## src/rtl/etb_pkg.sv

```systemverilog
// Shared register map, configuration layout and channel state encoding
// for the event trigger router.
package etb_pkg;

  localparam logic [7:0] ADDR_CTRL     = 8'h00;
  localparam logic [7:0] ADDR_SWTRIG   = 8'h04;
  localparam logic [7:0] ADDR_STATUS   = 8'h08;
  localparam logic [7:0] ADDR_CFG_BASE = 8'h10;

  localparam int CTRL_GEN_BIT   = 0;
  localparam int CTRL_OVIE_BIT  = 1;
  localparam int STATUS_OVF_LSB = 8;

  localparam int CFG_SRC_LSB   = 0;
  localparam int CFG_DST_LSB   = 4;
  localparam int CFG_ACT_BIT   = 8;
  localparam int CFG_DELAY_LSB = 16;
  localparam int CFG_CHEN_BIT  = 31;

  typedef enum logic [1:0] {
    IDLE  = 2'd0,
    COUNT = 2'd1,
    FIRE  = 2'd2
  } ch_state_e;

  typedef struct packed {
    logic       chen;
    logic [7:0] delay;
    logic       act;
    logic [1:0] dst;
    logic [1:0] src;
  } ch_cfg_t;

  function automatic ch_cfg_t unpack_cfg(input logic [31:0] word);
    ch_cfg_t c;
    c.src   = word[CFG_SRC_LSB +: 2];
    c.dst   = word[CFG_DST_LSB +: 2];
    c.act   = word[CFG_ACT_BIT];
    c.delay = word[CFG_DELAY_LSB +: 8];
    c.chen  = word[CFG_CHEN_BIT];
    return c;
  endfunction

  function automatic logic [31:0] pack_cfg(input ch_cfg_t c);
    logic [31:0] word;
    word                     = '0;
    word[CFG_SRC_LSB +: 2]   = c.src;
    word[CFG_DST_LSB +: 2]   = c.dst;
    word[CFG_ACT_BIT]        = c.act;
    word[CFG_DELAY_LSB +: 8] = c.delay;
    word[CFG_CHEN_BIT]       = c.chen;
    return word;
  endfunction

endpackage

```

## src/rtl/etb_trig_router_if.sv

```systemverilog
// Zero-wait-state APB slave bundle used to program the trigger router.
interface etb_trig_router_if;
  logic        psel;
  logic        penable;
  logic        pwrite;
  logic [7:0]  paddr;
  logic [31:0] pwdata;
  logic [31:0] prdata;

  modport master (output psel, penable, pwrite, paddr, pwdata, input prdata);
  modport slave  (input psel, penable, pwrite, paddr, pwdata, output prdata);
endinterface

```

## src/rtl/etb_trig_chan.sv

```systemverilog
// One routing channel: trigger acceptance, optional delay countdown and a
// single FIRE cycle carrying the destination/action latched at trigger time.
module etb_trig_chan
  import etb_pkg::*;
(
  input  logic       clk,
  input  logic       rst_n,
  input  logic       trig,
  input  logic       run,
  input  logic [1:0] cfg_dst,
  input  logic       cfg_act,
  input  logic [7:0] cfg_delay,
  output logic       fire,
  output logic [1:0] fire_dst,
  output logic       fire_act,
  output logic       busy,
  output logic       ovf_set
);

  ch_state_e  state, state_nxt;
  logic [7:0] cnt, cnt_nxt;
  logic [1:0] dst_q, dst_nxt;
  logic       act_q, act_nxt;

  // NOTE: state uses non-blocking assignments so every flop samples pre-edge values.
  always_ff @(posedge clk or negedge rst_n) begin
    if (!rst_n) begin
      state <= IDLE;
      cnt   <= '0;
      dst_q <= '0;
      act_q <= 1'b0;
    end else begin
      state <= state_nxt;
      cnt   <= cnt_nxt;
      dst_q <= dst_nxt;
      act_q <= act_nxt;
    end
  end

  // NOTE: every output of this block gets a default first, so no latch is inferred.
  always_comb begin
    state_nxt = state;
    cnt_nxt   = cnt;
    dst_nxt   = dst_q;
    act_nxt   = act_q;
    ovf_set   = 1'b0;
    unique case (state)
      IDLE, FIRE: begin
        if (trig) begin
          dst_nxt = cfg_dst;
          act_nxt = cfg_act;
          if (cfg_delay == 8'd0) begin
            state_nxt = FIRE;
          end else begin
            cnt_nxt   = cfg_delay;
            state_nxt = COUNT;
          end
        end else begin
          state_nxt = IDLE;
        end
      end
      COUNT: begin
        // Losing GEN or CHEN drops the pending trigger without a pulse.
        if (!run) begin
          state_nxt = IDLE;
        end else begin
          ovf_set = trig;
          if (cnt == 8'd1) begin
            state_nxt = FIRE;
          end else begin
            cnt_nxt = cnt - 8'd1;
          end
        end
      end
      default: state_nxt = IDLE;
    endcase
  end

  assign fire     = (state == FIRE);
  assign busy     = (state == COUNT);
  assign fire_dst = dst_q;
  assign fire_act = act_q;

endmodule

```

## src/rtl/etb_trig_router.sv

```systemverilog
// Event trigger router: APB register file, source edge detection, four
// delayed routing channels and the merged en_on/en_off destination pulses.
module etb_trig_router
  import etb_pkg::*;
#(
  parameter int NUM_SRC = 4,
  parameter int NUM_DST = 4,
  parameter int NUM_CH  = 4
) (
  input  logic                pclk,
  input  logic                presetn,
  etb_trig_router_if.slave    apb,
  input  logic [NUM_SRC-1:0]  src_trig,
  output logic [NUM_DST-1:0]  dst_trig_en_on,
  output logic [NUM_DST-1:0]  dst_trig_en_off,
  output logic                etb_intr
);

  logic              gen;
  logic              ovie;
  ch_cfg_t           cfg [NUM_CH];
  logic [NUM_CH-1:0] ovf;
  logic [NUM_SRC-1:0] src_d;

  logic [7:0]        addr_w;
  logic              wr_en;
  logic              cfg_hit;
  logic [1:0]        cfg_idx;
  logic [NUM_CH-1:0] swtrig;
  logic [NUM_CH-1:0] ovf_clr;
  logic [3:0]        edge_pad;
  logic [NUM_CH-1:0] trig;
  logic [31:0]       rdata;

  logic [NUM_CH-1:0] fire;
  logic [NUM_CH-1:0] fire_act;
  logic [1:0]        fire_dst [NUM_CH];
  logic [NUM_CH-1:0] busy;
  logic [NUM_CH-1:0] ovf_set;

  logic unused_bits;
  assign unused_bits = ^{apb.pwdata[7:6], apb.pwdata[15:12], apb.pwdata[30:24]};

  assign addr_w  = apb.paddr & 8'hFC;
  assign wr_en   = apb.psel & apb.penable & apb.pwrite;
  assign cfg_idx = addr_w[3:2];
  assign cfg_hit = (addr_w[7:4] == ADDR_CFG_BASE[7:4]) && (int'(cfg_idx) < NUM_CH);
  assign swtrig  = (wr_en && addr_w == ADDR_SWTRIG) ? apb.pwdata[NUM_CH-1:0] : '0;
  assign ovf_clr = (wr_en && addr_w == ADDR_STATUS) ? apb.pwdata[STATUS_OVF_LSB +: NUM_CH] : '0;

  always_comb begin
    edge_pad              = '0;
    edge_pad[NUM_SRC-1:0] = src_trig & ~src_d;
  end

  // HW edge and SW trigger OR together, so coincident ones count once.
  always_comb begin
    trig = '0;
    for (int k = 0; k < NUM_CH; k++) begin
      trig[k] = gen & cfg[k].chen &
                (((int'(cfg[k].src) < NUM_SRC) & edge_pad[cfg[k].src]) | swtrig[k]);
    end
  end

  // NOTE: the config file is reset like any register so it reads back 0 after reset.
  always_ff @(posedge pclk or negedge presetn) begin
    if (!presetn) begin
      gen      <= 1'b0;
      ovie     <= 1'b0;
      ovf      <= '0;
      src_d    <= '0;
      etb_intr <= 1'b0;
      for (int k = 0; k < NUM_CH; k++) cfg[k] <= '0;
    end else begin
      src_d    <= src_trig;
      ovf      <= (ovf & ~ovf_clr) | ovf_set;
      etb_intr <= ovie & (|ovf);
      if (wr_en && addr_w == ADDR_CTRL) begin
        gen  <= apb.pwdata[CTRL_GEN_BIT];
        ovie <= apb.pwdata[CTRL_OVIE_BIT];
      end
      if (wr_en && cfg_hit) cfg[cfg_idx] <= unpack_cfg(apb.pwdata);
    end
  end

  always_comb begin
    rdata = '0;
    if (apb.psel && !apb.pwrite) begin
      if (addr_w == ADDR_CTRL) begin
        rdata[CTRL_GEN_BIT]  = gen;
        rdata[CTRL_OVIE_BIT] = ovie;
      end else if (addr_w == ADDR_STATUS) begin
        rdata[NUM_CH-1:0]              = busy;
        rdata[STATUS_OVF_LSB +: NUM_CH] = ovf;
      end else if (cfg_hit) begin
        rdata = pack_cfg(cfg[cfg_idx]);
      end
    end
  end
  assign apb.prdata = rdata;

  for (genvar k = 0; k < NUM_CH; k++) begin : g_chan
    etb_trig_chan u_chan (
      .clk       (pclk),
      .rst_n     (presetn),
      .trig      (trig[k]),
      .run       (gen & cfg[k].chen),
      .cfg_dst   (cfg[k].dst),
      .cfg_act   (cfg[k].act),
      .cfg_delay (cfg[k].delay),
      .fire      (fire[k]),
      .fire_dst  (fire_dst[k]),
      .fire_act  (fire_act[k]),
      .busy      (busy[k]),
      .ovf_set   (ovf_set[k])
    );
  end

  // Driven only from channel state flops; channels sharing a target merge.
  always_comb begin
    dst_trig_en_on  = '0;
    dst_trig_en_off = '0;
    for (int d = 0; d < NUM_DST; d++) begin
      for (int k = 0; k < NUM_CH; k++) begin
        if (fire[k] && fire_dst[k] == 2'(d)) begin
          if (fire_act[k]) dst_trig_en_off[d] = 1'b1;
          else             dst_trig_en_on[d]  = 1'b1;
        end
      end
    end
  end

endmodule

```

## src/flat_wrapper.sv

```systemverilog
// flat-port wrapper written by rule: the top's interface ports become plain ports
module etb_trig_router_flat import etb_pkg::*;
#(
  parameter int NUM_SRC = 4,
  parameter int NUM_DST = 4,
  parameter int NUM_CH  = 4
)
  (pclk, presetn, src_trig, dst_trig_en_on, dst_trig_en_off, etb_intr, apb_psel, apb_penable, apb_pwrite, apb_paddr, apb_pwdata, apb_prdata);
  etb_trig_router_if apb_i ();
  input  logic pclk;
  input  logic presetn;
  input  logic [NUM_SRC-1:0] src_trig;
  output logic [NUM_DST-1:0] dst_trig_en_on;
  output logic [NUM_DST-1:0] dst_trig_en_off;
  output logic etb_intr;
  input wire logic [$bits(apb_i.psel)-1:0] apb_psel;
  input wire logic [$bits(apb_i.penable)-1:0] apb_penable;
  input wire logic [$bits(apb_i.pwrite)-1:0] apb_pwrite;
  input wire logic [$bits(apb_i.paddr)-1:0] apb_paddr;
  input wire logic [$bits(apb_i.pwdata)-1:0] apb_pwdata;
  output wire logic [$bits(apb_i.prdata)-1:0] apb_prdata;
  assign apb_i.psel = apb_psel;
  assign apb_i.penable = apb_penable;
  assign apb_i.pwrite = apb_pwrite;
  assign apb_i.paddr = apb_paddr;
  assign apb_i.pwdata = apb_pwdata;
  assign apb_prdata = apb_i.prdata;
  etb_trig_router #(.NUM_SRC(NUM_SRC), .NUM_DST(NUM_DST), .NUM_CH(NUM_CH)) u_core (.pclk(pclk), .presetn(presetn), .apb(apb_i), .src_trig(src_trig), .dst_trig_en_on(dst_trig_en_on), .dst_trig_en_off(dst_trig_en_off), .etb_intr(etb_intr));
endmodule
```

## config.mk

```make
export PLATFORM = sky130hd
export DESIGN_NAME = etb_trig_router_flat
export DESIGN_NICKNAME = d
export VERILOG_FILES = /design/src/rtl/etb_pkg.sv /design/src/rtl/etb_trig_router_if.sv /design/src/rtl/etb_trig_chan.sv /design/src/rtl/etb_trig_router.sv /design/src/flat_wrapper.sv
export SDC_FILE = /design/constraint.sdc
export NUM_CORES = 1
export LEC_CHECK = 0
export ABC_AREA = 1
export BUFFER_PORTS_ARGS = -buffer_cell sky130_fd_sc_hd__buf_2
export CAP_MARGIN = 20
export CORE_MARGIN = 2
export CORE_UTILIZATION = 55
export CTS_CLUSTER_DIAMETER = 150
export DETAILED_ROUTE_END_ITERATION = 10
export GPL_TIMING_DRIVEN = 0
export PLACE_DENSITY = 0.76
export SLEW_MARGIN = 5
export SYNTH_ARGS = -nofsm -noshare
export SYNTH_HDL_FRONTEND = slang
export SYNTH_HIERARCHICAL = 1
export SYNTH_SLANG_ARGS = --single-unit
```

## constraint.sdc

```tcl
create_clock -name pclk -period 3.48 [get_ports pclk]
set_input_delay 0.174 -clock pclk [delete_from_list [all_inputs] [get_ports pclk]]
set_output_delay 0.174 -clock pclk [all_outputs]
set_load 0.01 [all_outputs]
```

==> flow_metrics.env <==
export IMPL_stdcell_area_um2=8810
export IMPL_drive_above_1_share=0.209
export IMPL_r2r_cells=12
export IMPL_synth_top_cell_by_area="dfrtp_1"
export IMPL_io_buffers=60
export IMPL_critPathMaxFanout=8
export IMPL_die_area_um2=14600
export IMPL_syn_to_final_growth_pct=17.2
export IMPL_fin_total_pwr_mw=3.65
export IMPL_rr_startpoint="u_core/src_d[2]$_DFF_PN0_"
export IMPL_cts_max_path_buffers=2
export IMPL_reg2reg_setup_slack_ns=1.41
export IMPL_end_kind="primary output"
export IMPL_critPathRequiredTime_ns=3.31
export IMPL_clock_skew_ns=0.00901
export IMPL_post_cts_buffers=0
export IMPL_initial_core_util=0.565
export IMPL_cp_startpoint="u_core/g_chan[0].u_chan/state[0]$_DFFE_PN0P_"
export IMPL_synthArstFlopShare=1.00
export IMPL_grt_usage=0.288
export IMPL_grt_max_degree=91
export IMPL_period_share=0.614
export IMPL_peakVddDrop_mv=0.453
export IMPL_gp_congestion=0.916
export IMPL_rows=42
export IMPL_routed_wl_um=20100
export IMPL_cts_root_buf="clkbuf_16"
export IMPL_synth_distinct_cells=35
export IMPL_via_per_inst=5.33
export IMPL_status="finished clean"
export IMPL_dp_cells=1265
export IMPL_worstPathArrival_ns=1.96
export IMPL_dp_hpwl_um=14400
export IMPL_worst_hold_path_type="input port to flop"
export IMPL_synthFlopType="dfrtp_1"
export IMPL_antenna_found_initial=0
export IMPL_gr_total_overflow=0
export IMPL_synth_area_top_cells="dfrtp_1, nand2_1, nand3_1"
export IMPL_synth_top_area_share=0.396
export IMPL_drc=0
export IMPL_core_area_um2=13300
export IMPL_post_drt_wl_per_cell_um=15.4
export IMPL_cts_buffers_inserted=17
export IMPL_clock_latency_ns=0.42
export IMPL_cts_resized=0
export IMPL_synth_avg_cell_area_um2=7.40
export IMPL_hold_depth=4
export IMPL_setup_slack_ns=1.34
export IMPL_critPathKind="flop to primary output"
export IMPL_yosysWarnings=6
export IMPL_ant_nets=0
export IMPL_leakage_nw=4.55
export IMPL_ys_ff_latch=119
export IMPL_p_per_area_nw_per_um2=414
export IMPL_seq_area_frac_synth=0.396
export IMPL_seqCellArea_um2=2980
export IMPL_dr_first_iter_drc_count=696
export IMPL_placed_cell_area_um2=8120
export IMPL_synth_area_um2=7520
export IMPL_fp_dieW_um=121
export IMPL_multi_input_area_um2=3750
export IMPL_rsz0062_at_grt="no"
export IMPL_postSynthCellCount=1016
export IMPL_period_needed_ns=2.14
export IMPL_fin_cells=1302
export IMPL_grt_pass1_vias=6470
export IMPL_synth_edf_count=0
export IMPL_whs_endpoint="u_core/ovf[2]$_DFF_PN0_"
export IMPL_cts_sinks=119
export IMPL_vias=6938
export IMPL_worstHoldStart="apb_pwdata[10]"
export IMPL_die_y_um=121
export IMPL_holdWs_ns=0.0440
export IMPL_drv_slew=0
export IMPL_grt_pass1_wl_um=32600
export IMPL_cts_tree="yes"
export IMPL_diodes=0
export IMPL_r2r_end="u_core/g_chan[0].u_chan/cnt[7]$_DFFE_PN0P_"
export IMPL_hold_violations=0
export IMPL_setup_viol=0
export IMPL_dp_slack_ns=1.35
export IMPL_setup_tns_ns=0
export IMPL_clk_pin_slew_ns=0.06
export IMPL_nets=1170
export IMPL_boundaryPins=90
export IMPL_fin_util=0.663
export IMPL_fill_cells=1123
export IMPL_htreeDepth=4
export IMPL_cap_viol_max_count=0
export IMPL_cp_start_kind="flop"
export IMPL_hold_buffers=5
export IMPL_fmax_mhz=468
export IMPL_dr_pass1_iters=5
worst max-delay path: stages (launching register included):
cell      delay [ns]
dfrtp_1         0.40
nor2_1          0.33
clkbuf_1        0.31
nand4_1         0.13
o21ai_0         0.11
nor2_1          0.05
o21ai_0         0.06
buf_2           0.15
routing by layer:
metal,GRT usage,part of all wire,wire length [µm],up-vias
met5,0,0,0,-
met4,0.112,0.022,439,0
met3,0.0648,0.080,1610,33
met2,0.451,0.47,9440,294
met1,0.389,0.43,8580,3210
li1,-,-,-,3401
state kept, by name, summed over array words and instances, names as in the netlist:
register and cells:
u_core/cfg 56, u_core/etb_intr 1, u_core/g_chan.u_chan/cnt 32, u_core/g_chan.u_chan/fire_act 4, u_core/g_chan.u_chan/fire_dst 8, u_core/g_chan.u_chan/state 8
u_core/gen 1, u_core/ovf 4, u_core/ovie 1, u_core/src_d 4
cell usage after synthesis, types with 2 or more instances:
cell type / instances
nor2_2: 9
o21ai_2: 13
nor2_8: 2
inv_2: 14
o211ai_1: 2
buf_6: 10
o21ai_0: 32
a21oi_1: 22
nand2_1: 310
ha_1: 8
nand2_2: 17
nand3_1: 92
inv_1: 120
nor3_1: 6
nand4_1: 13
nand2_4: 15
buf_2: 6
o21ai_1: 58
o211a_1: 2
nor2_4: 9
o2111ai_1: 4
nor3b_4: 3
buf_12: 3
dfrtp_1: 119
or2_1: 3
buf_4: 15
nand3_2: 11
o21ai_4: 5
nor2_1: 79
or2_2: 9
cell type report:
cell class	instances	share of cell area
Clock inverter	13	0.0230
Clock buffer	19	0.0503
Timing Repair Buffer	66	0.0436
Sequential cell	119	0.338
Buffer	36	0.0379
Tap cell	176	0.0250
Multi-Input combinational cell	739	0.425
Inverter	134	0.0571
power by group:
group | internal, mW | switching (mW) | leakage, nW
registers | 1.42 | 0.0444 | 1.62
logic | 0.0894 | 0.163 | 2.61
clock network | 1.28 | 0.643 | 0.313
total | 2.80 | 0.851 | 4.55
kinds of logic after synthesis:
group | Yosys count | share of synthesized area
buffers and inverters | 170 | 0.111
other | 1 | 0.000499
AO/OA/AOI/OAI | 138 | 0.110
AND/OR/NAND/NOR | 580 | 0.369
flip-flops | 119 | 0.396
adder cells (fa/ha/maj) | 8 | 0.0133
worst max path at each step:
stage                                                 end
3_3_place_gp   u_core/g_chan[3].u_chan/cnt[2]$_DFFE_PN0P_
5_1_grt                                dst_trig_en_off[3]
6_report                               dst_trig_en_off[3]
4_1_cts                                dst_trig_en_off[3]
2_1_floorplan  u_core/g_chan[0].u_chan/cnt[7]$_DFFE_PN0P_
3_5_place_dp   u_core/g_chan[0].u_chan/cnt[5]$_DFFE_PN0P_
cell usage in the layout, fill, tap and decap left out, types with 13 or more instances in the layout:
cell type	Yosys	layout
a21oi_1	22	22
buf_2	6	65
buf_4	15	15
clkbuf_16	0	17
conb_1	1	13
dfrtp_1	119	119
inv_1	120	120
inv_2	14	14
nand2_1	310	310
nand2_2	17	17
nand2_4	15	15
nand3_1	92	92
nand4_1	13	13
nor2_1	79	79
o21ai_0	32	32
o21ai_1	58	58
o21ai_2	13	13
Note: power is estimated with default switching activity, not from simulation.
